<file path="config.mk">
export PLATFORM = sky130hd
export DESIGN_NAME = step_sequencer
export DESIGN_NICKNAME = d
export VERILOG_FILES = /design/src/rtl/stepper_pkg.sv /design/src/rtl/step_interval_timer.sv /design/src/rtl/step_sequencer.sv
export SDC_FILE = /design/constraint.sdc
export NUM_CORES = 1
export LEC_CHECK = 0
export BUFFER_PORTS_ARGS = -buffer_cell sky130_fd_sc_hd__buf_2
export CAP_MARGIN = 25
export CORE_MARGIN = 2
export CORE_UTILIZATION = 50
export CTS_BUF_LIST = sky130_fd_sc_hd__clkbuf_4
export CTS_CLUSTER_SIZE = 10
export DETAILED_ROUTE_END_ITERATION = 7
export GPL_TIMING_DRIVEN = 0
export PLACE_DENSITY = 0.68
export SYNTH_ARGS = -nofsm -noshare
export SYNTH_HDL_FRONTEND = slang
export SYNTH_HIERARCHICAL = 1
export SYNTH_SLANG_ARGS = --single-unit
</file>
<file path="constraint.sdc">
create_clock -name CLOCK_50 -period 4.8 [get_ports CLOCK_50]
set_input_delay 0.24 -clock CLOCK_50 [delete_from_list [all_inputs] [get_ports CLOCK_50]]
set_output_delay 0.24 -clock CLOCK_50 [all_outputs]
set_load 0.05 [all_outputs]
</file>
<file path="src/rtl/stepper_pkg.sv">
// Shared types and constants for the stepper-motor command path.
// Holds the step-sequencer state encoding, the minimum step spacing, and the
// step/direction types that the sequencer and the stepper state machine both use.
package stepper_pkg;

    // Smallest legal interval between two step strobes, in clock cycles.
    // This value also keeps Step from being high on two consecutive cycles.
    localparam int MIN_PERIOD = 2;

    typedef enum logic [1:0] {
        IDLE   = 2'd0,
        RUN    = 2'd1,
        FINISH = 2'd2
    } seq_state_t;

    // Step strobe and direction as seen by the stepper state machine.
    typedef logic step_strobe_t;
    typedef logic step_dir_t;

    typedef struct packed {
        step_strobe_t step;
        step_dir_t    dir;
    } step_cmd_t;

endpackage

</file>
<file path="src/rtl/step_interval_timer.sv">
// Interval timer: a down-counter that fires a one-cycle expire pulse a programmed number of cycles after load.
// Latency: a load of value V in cycle c makes expire go high in cycle c+V. A value of 0 leaves the timer disarmed.
// Backpressure: none. A load always takes priority and restarts the count.
// Ports: clk, rst_n (async, active-low); load and value to arm the timer; expire (combinational from the count register).
module step_interval_timer #(
    parameter int WIDTH = 20
) (
    input  logic             clk,
    input  logic             rst_n,
    input  logic             load,
    input  logic [WIDTH-1:0] value,
    output logic             expire
);

    logic [WIDTH-1:0] count;

    always_ff @(posedge clk or negedge rst_n) begin
        if (!rst_n) begin
            count <= '0;
        end else if (load) begin
            count <= value;
        end else if (count != '0) begin
            count <= count - WIDTH'(1);
        end
    end

    // The count reaches 1 exactly V-1 cycles after the load edge.
    // The pulse therefore lands V cycles after the cycle that issued the load.
    assign expire = (count == WIDTH'(1));

endmodule

</file>
<file path="src/rtl/step_sequencer.sv">
// Step sequencer: on Start, emits StepCount one-cycle Step strobes using a trapezoidal accel/cruise/decel interval profile.
// Latency: the first Step comes one cycle after Start is accepted. Done comes one cycle after the last Step or after Abort.
// Backpressure: Start is ignored while a run or its Done cycle is in progress. Abort ends a run without issuing a Step that cycle.
// Ports: CLOCK_50, RESET_N (async, active-low); Start/Abort/Dir/StepCount/Period command inputs;
//        Step/StepDir to the stepper state machine; Busy/Done/Remaining for status.
module step_sequencer
    import stepper_pkg::*;
#(
    parameter int COUNT_W      = 16,
    parameter int PERIOD_W     = 20,
    parameter int START_PERIOD = 500000,
    parameter int RAMP_DELTA   = 25000
) (
    input  logic                CLOCK_50,
    input  logic                RESET_N,
    input  logic                Start,
    input  logic                Abort,
    input  logic                Dir,
    input  logic [COUNT_W-1:0]  StepCount,
    input  logic [PERIOD_W-1:0] Period,
    output logic                Step,
    output logic                StepDir,
    output logic                Busy,
    output logic                Done,
    output logic [COUNT_W-1:0]  Remaining
);

    localparam logic [PERIOD_W-1:0] START_P    = PERIOD_W'(START_PERIOD);
    localparam logic [PERIOD_W-1:0] DELTA_P    = PERIOD_W'(RAMP_DELTA);
    localparam logic [PERIOD_W-1:0] MIN_P      = PERIOD_W'(MIN_PERIOD);
    localparam logic [PERIOD_W:0]   START_WIDE = {1'b0, START_P};
    localparam logic [PERIOD_W:0]   DELTA_WIDE = {1'b0, DELTA_P};

    seq_state_t          state, state_nxt;
    step_dir_t           dir_q, dir_nxt;
    logic [COUNT_W-1:0]  remaining, rem_nxt;
    logic [PERIOD_W-1:0] cur, cur_nxt;        // interval to use after the next Step
    logic [PERIOD_W-1:0] t_q, t_nxt;          // clamped cruise interval for this run
    logic [COUNT_W-1:0]  acc_steps, acc_nxt;  // steps spent accelerating, mirrored on decel
    logic                accel, accel_nxt;

    logic                tmr_load;
    logic [PERIOD_W-1:0] tmr_value;
    logic                tmr_expire;

    logic [PERIOD_W-1:0] t_clamp;
    logic [PERIOD_W:0]   up_sum;
    logic [PERIOD_W:0]   ramp_floor;
    logic [COUNT_W-1:0]  rem_dec;

    step_interval_timer #(
        .WIDTH (PERIOD_W)
    ) u_timer (
        .clk    (CLOCK_50),
        .rst_n  (RESET_N),
        .load   (tmr_load),
        .value  (tmr_value),
        .expire (tmr_expire)
    );

    // Ramp arithmetic uses one extra bit. The decel step cannot wrap, and the
    // accel test cur-DELTA >= T is done as cur >= T+DELTA so it never underflows.
    always_comb begin
        t_clamp    = (Period < MIN_P) ? MIN_P : Period;
        up_sum     = {1'b0, cur} + DELTA_WIDE;
        ramp_floor = {1'b0, t_q} + DELTA_WIDE;
        rem_dec    = remaining - COUNT_W'(1);
    end

    always_comb begin
        state_nxt = state;
        dir_nxt   = dir_q;
        rem_nxt   = remaining;
        cur_nxt   = cur;
        t_nxt     = t_q;
        acc_nxt   = acc_steps;
        accel_nxt = accel;
        tmr_load  = 1'b0;
        tmr_value = '0;
        Step      = 1'b0;
        Busy      = 1'b0;
        Done      = 1'b0;

        case (state)
            IDLE: begin
                if (Start) begin
                    dir_nxt   = Dir;
                    rem_nxt   = StepCount;
                    t_nxt     = t_clamp;
                    cur_nxt   = (t_clamp > START_P) ? t_clamp : START_P;
                    acc_nxt   = '0;
                    accel_nxt = 1'b1;
                    if (StepCount == '0) begin
                        state_nxt = FINISH;
                    end else begin
                        // Arm the timer with 1 so the first Step lands on the RUN entry cycle.
                        state_nxt = RUN;
                        tmr_load  = 1'b1;
                        tmr_value = PERIOD_W'(1);
                    end
                end
            end

            RUN: begin
                Busy = 1'b1;
                if (Abort) begin
                    // Disarm the timer so a stale expiry cannot leak into a later run.
                    state_nxt = FINISH;
                    tmr_load  = 1'b1;
                end else if (tmr_expire) begin
                    Step     = 1'b1;
                    rem_nxt  = rem_dec;
                    tmr_load = 1'b1;
                    if (rem_dec == '0) begin
                        state_nxt = FINISH;
                    end else begin
                        if (rem_dec <= acc_steps) begin
                            cur_nxt   = (up_sum > START_WIDE) ? START_P : up_sum[PERIOD_W-1:0];
                            accel_nxt = 1'b0;
                        end else if (accel && ({1'b0, cur} >= ramp_floor)) begin
                            cur_nxt = cur - DELTA_P;
                            acc_nxt = acc_steps + COUNT_W'(1);
                        end else begin
                            cur_nxt   = t_q;
                            accel_nxt = 1'b0;
                        end
                        tmr_value = cur_nxt;
                    end
                end
            end

            FINISH: begin
                Done      = 1'b1;
                state_nxt = IDLE;
            end

            default: begin
                state_nxt = IDLE;
            end
        endcase
    end

    always_ff @(posedge CLOCK_50 or negedge RESET_N) begin
        if (!RESET_N) begin
            state     <= IDLE;
            dir_q     <= 1'b0;
            remaining <= '0;
            cur       <= '0;
            t_q       <= '0;
            acc_steps <= '0;
            accel     <= 1'b0;
        end else begin
            state     <= state_nxt;
            dir_q     <= dir_nxt;
            remaining <= rem_nxt;
            cur       <= cur_nxt;
            t_q       <= t_nxt;
            acc_steps <= acc_nxt;
            accel     <= accel_nxt;
        end
    end

    assign StepDir   = dir_q;
    assign Remaining = remaining;

endmodule

</file>
; ---- Yosys cells after proc, flatten, opt, wreduce, memory -nomap -nowiden
; Index checks and enable logic that the tools add are counted.
[word_totals]
regBits = 96
inputBits = 41
output_inout_bits = 20
elab_cells = 95
[op_classes]
n_addsub = 6
order_cmp = 5
eq_ne = 12
muxes = 51
reduce_logical = 13
[op_table]
columns = operator, count
row1 = $mux W20, 14
row2 = $mux W16, 9
row3 = $pmux W20 S2, 2
row4 = $pmux W16 S2, 2
row5 = $add A20 B15 Y21 const B, 2
row6 = $logic_not A16 Y1, 2
row7 = $ge A20 B21 Y1, 1
row8 = $gt A21 B19 Y1 const B, 1
row9 = $eq A20 B1 Y1 const B, 1
row10 = $gt A20 B19 Y1 const B, 1
row11 = $lt A20 B2 Y1 const B, 1
row12 = $reduce_bool A20 Y1, 1
row13 = $sub A20 B1 Y20 const B, 1
row14 = $sub A20 B15 Y20 const B, 1
row15 = $add A16 B1 Y16 const B, 1
row16 = $le A16 B16 Y1, 1
row17 = $mux W1, 16
row18 = $sub A16 B1 Y16 const B, 1
row19 = $ne A2 B2 Y1 const B, 6
row20 = $mux W2, 5
row21 = $ne A3 B3 Y1 const B, 3
row22 = $reduce_and A7 Y1, 1
row23 = $reduce_and A6 Y1, 1
row24 = $reduce_and A5 Y1, 1
row25 = other kinds (10), 12

; ---- Longest topological paths before layout
[logic_depth]
ltp_word = 10
ltp_mapped = 18

; ---- Modules after synthesis
; The synthesis kept the hierarchy.
[by_module_without_submodules]
columns = module, n_inst, cells_each, area_each_um2, seq_area_each_um2
row1 = step_sequencer, 1, 801, 6565.0, 1901.8
row2 = step_interval_timer, 1, 152, 1376.3, 500.5

; ---- Least setup slack after synthesis
; Ideal clock, no wire load.
[synth_path]
kind = reg-to-reg
startpoint = reg remaining[2] (netlist: Remaining[2])
endpoint = reg u_timer.count[16]
setup_ns = 0.111
arrival_time_ns = 4.528
slack_ns = 0.160
stages_incl_launch_ff = 18
path_buffers = 1
synth_period_minus_slack_ns = 4.640
cell_sequence = dfrtp_1 -> or4_4 -> nor2_4 -> nand2_1 -> or3_1 -> or3_1 -> xnor2_1 -> ha_1 -> and3_1 -> and3_1 -> a221oi_1 -> nand3_1 -> o21ai_1 -> clkbuf_1 -> o21ai_0 -> nor2_1 -> inv_1 -> a2111oi_2
[synth_between]
elab_chain_len = 8
word_cells_on_any_way = 9
[synth_rtl]
columns = item, line_no
row1 = start: declaration, step_sequencer.sv:36  ; logic [COUNT_W-1:0] remaining, rem_nxt;
row2 = start signal: assignment, step_sequencer.sv:155  ; remaining <= rem_nxt;
row3 = $sub A16 B1 Y16 *, step_sequencer.sv:67  ; rem_dec = remaining - COUNT_W'(1);
row4 = $le A16 B16 Y1, step_sequencer.sv:117  ; if (rem_dec <= acc_steps) begin
row5 = $mux W20, step_sequencer.sv:117
row6 = $mux W20 *, step_sequencer.sv:114  ; if (rem_dec == '0) begin
row7 = $mux W20 *, step_sequencer.sv:110  ; end else if (tmr_expire) begin
row8 = $mux W20 *, step_sequencer.sv:106  ; if (Abort) begin
row9 = $pmux W20 S2 *, step_sequencer.sv:84  ; case (state)
row10 = net tmr_value[16], step_sequencer.sv:43  ; logic [PERIOD_W-1:0] tmr_value;
row11 = $mux W20 *, step_interval_timer.sv:20  ; end else if (load) begin
row12 = end signal: assignment, step_interval_timer.sv:21  ; count <= value;
row13 = end signal: assignment, step_interval_timer.sv:23  ; count <= count - WIDTH'(1);
row14 = end: declaration, step_interval_timer.sv:15  ; logic [WIDTH-1:0] count;
; The timed path passes the listed nets; every way through them passes the cells marked *.
; A chain may end at the register's enable or synchronous reset.

; ---- Final worst setup path
[layout_path]
startpoint = reg remaining[2] (netlist: Remaining[2])
endpoint = reg u_timer.count[19]
; Same word-level chain as after synthesis.

==> flow_summary.toml <==
[outcome]
status = "complete, no violations"

[detailed_routing]
wl_per_cell_um = 19.1
vias_per_cell = 6.08
drt_iter0_markers = 608
drc_errors = 0
ant_nets = 0
wirelength_um = 24600
vias = 7842
firstDrtPassIters = 5

[synth]
yosysUniqueCellTypes = 94
synth_area_leaders = "dfrtp_1 (30%), ha_1 (7.1%), nand2_1 (6.3%), nor2_1 (3.8%), xnor2_1 (3.6%)"
seq_area_frac_synth = 0.303
synth.top_cell.area_share = 0.303
synth_enable_flop_cells = 0
ys_top_cells_by_count = "nand2_1 (134), dfrtp_1 (96), nor2_1 (81)"
synth_ff_type = "dfrtp_1"
synth_most_common_cell = "nand2_1"
async_reset_ff_frac = 1.00
synth_area_leader_cell = "dfrtp_1"
syn_avg_cell_area_um2 = 8.33
ys_ff_latch = 96
yosys_warnings = 6
syn-cell-area_mm2 = 0.00794
syn_inst = 953
synthesis.nets = 1039

[sta]
worst_slew_pin_slew_ns = 0.719
max_slew_margin = 0.520
fin_crit_ns = 4.62
hold_slack_ns = 0.0249
timing.fmax_ghz = 0.216
setup_viol = 0
finalMaxSlewViolations = 0
hold_viol = 0
period_share = 0.964
finClkSkew_ns = 0.0314

[worst_setup_path]
arrival_ns = 5.06
worst_setup_path_end_kind = "flop"
cp-start-kind = "flop"
worstPathRequired_ns = 5.24
crit_fanout = 6
worstSetupPathType = "flop to flop"

[cts]
clk_path_buf_depth = 2
htreeDepth = 3
cts_made_buffers = 9
cts_tree = "built"
cts_sinks = 96
clockRootBuffer = "clkbuf_4"
clk_pin_slew_worst_paths_ns = 0.18
clk_latency_ns = 0.52

[placed_design]
place_inst = 1229
place_area_mm2 = 0.00854
hpwl_um = 18400
gp_congestion = 0.960
portBuffers = 59

[finish]
postLayoutCellArea_mm2 = 0.00930
fillers = 1480
utilization = 0.592
finalNonFillerCells = 1290
area_growth_pct = 17.1
finalNetCount = 1153
layout-drive-gt1-share = 0.157

[floorplanning]
die_h_um = 130
start_util = 0.505
dieArea_mm2 = 0.0169
rows = 46
die_w_um = 130
ios = 61
core_area_mm2 = 0.0157

[global_route]
antenna_found_initial = 2
grt_max_degree = 66
grt_first_pass_wirelength_um = 38600
track_usage = 0.296
grt_overflow = 0
grt_pass1_vias = 7177

[worst_hold_path]
hold_path.class = "input pin to flop"

[power]
peakVddDrop_mv = 0.388
p_leak_uw = 0.00394
power_density_mw_per_mm2 = 737

[flow_run]
cap_viol_max_count = 0
cells in the final DEF (no fill, tap or decap), types with 7 or more instances in the layout:
cell type | netlist | routed
a21o_1 | 12 | 12
a21oi_1 | 34 | 34
a221o_1 | 11 | 11
a22oi_1 | 11 | 11
a31oi_1 | 14 | 12
and2_1 | 7 | 7
and4_1 | 8 | 8
buf_2 | 10 | 68
buf_4 | 2 | 15
clkbuf_1 | 32 | 30
clkbuf_4 | 0 | 10
dfrtp_1 | 96 | 94
dlygate4sd3_1 | 0 | 31
ha_1 | 45 | 45
inv_1 | 42 | 42
mux2i_1 | 13 | 13
nand2_1 | 134 | 133
nand2b_1 | 10 | 10
nand3_1 | 28 | 26
nand4_1 | 15 | 15
nor2_1 | 81 | 80
nor2b_1 | 14 | 14
nor3_1 | 28 | 27
nor4_1 | 13 | 13
o211ai_1 | 11 | 11
o21a_1 | 10 | 10
o21ai_0 | 37 | 36
o22ai_1 | 13 | 11
o31ai_1 | 12 | 12
or3_1 | 11 | 9
xnor2_1 | 33 | 32
xor2_1 | 28 | 28
stage by stage:
| stage | worst slack, ns | setup TNS [ns] | total power (uW) |
|---|---|---|---|
| finish | 0.175 | 0 | 6860 |
| global route | -0.0177 | -0.0177 | 7340 |
| CTS | -0.0681 | -0.105 | 6670 |
| detailed placement | -0.755 | -14.94 | 5920 |
| global placement | -0.808 | -16.42 | 5870 |
| floorplan | 0.160 | 0 | 4740 |
worst paths after layout:
kind | endpoint | cells after the start | slack, ns | startpoint
worst min-delay path | Remaining[0] | 3 | 0.02 | StepCount[0]
worst max-delay path | u_timer/count[19] | 16 | 0.18 | Remaining[2]
worst min register to register | StepDir | 2 | 0.49 | StepDir
max in group asynchronous | Remaining[0] | 3 | 3.90 | RESET_N
min in group asynchronous | u_timer/count[6] | 2 | 0.19 | RESET_N
worst max register to register | u_timer/count[19] | 16 | 0.18 | Remaining[2]
worst max-delay path, cell delays in order, from the launching register on:
cell	delay (ns)
dfrtp_2	0.45
or4_4	0.59
nor2_4	0.20
nand2_4	0.09
or3_4	0.36
or3_4	0.37
xnor2_2	0.15
ha_1	0.30
and3_4	0.19
nand4_1	0.16
a21o_1	0.23
and3_4	0.21
nor2_4	0.23
nand3_4	0.19
a211oi_4	0.36
inv_1	0.13
a2111oi_2	0.35
per-layer routing:
layer	up-vias	GRT usage	part of all wire
li1	3722	-	-
met1	3711	0.397	0.43
met2	336	0.471	0.46
met3	73	0.0500	0.069
met4	0	0.132	0.040
met5	-	0	0
registers in the layout (all words and copies together), names as in the netlist:
register / flops
StepDir: 1
state: 2
cur: 20
Remaining: 16
accel: 1
acc_steps: 16
u_timer/count: 20
t_q: 20
repair_timing:
item	4_1_cts	5_1_grt
gates cloned	0	0
setup buffers	2	10
endpoints found under the setup margin	54	48
hold endpoints to repair	65	0
hold buffers	31	0
resized for setup	16	20
pin swaps	2	6
cell type report:
| class | count | area (um^2) | area share |
|---|---|---|---|
| multi-input cells | 761 | 5280 | 0.568 |
| flip-flops and latches | 96 | 2400 | 0.259 |
| repair buffers | 103 | 726 | 0.0780 |
| well taps | 216 | 270 | 0.0291 |
| plain buffers | 52 | 258 | 0.0277 |
| inverters | 44 | 165 | 0.0178 |
| clock inverters | 6 | 115 | 0.0124 |
| clock buffers | 10 | 75.1 | 0.00807 |
| diodes | 2 | 5.00 | 0.000538 |
where the power goes:
| part | internal [uW] | switching [uW] | leakage [uW] |
|---|---|---|---|
| Combinational | 1800 | 2920 | 0.00264 |
| Clock | 272 | 317 | 0.0000972 |
| Sequential | 1120 | 431 | 0.00121 |
| Total | 3190 | 3660 | 0.00394 |
logic make-up (layout without fill, tap and decap cells):
kind of cell	Yosys count	count (layout)	share of synthesized area
other cells	0	2	0
flops	96	96	0.303
mux	17	17	0.0221
fa+ha+maj	45	45	0.0709
xor+xnor	62	62	0.0693
simple gates	398	398	0.259
buf+inv	96	215	0.0518
compound gates	239	239	0.224
No activity file was read; power rests on OpenSTA's default activity.
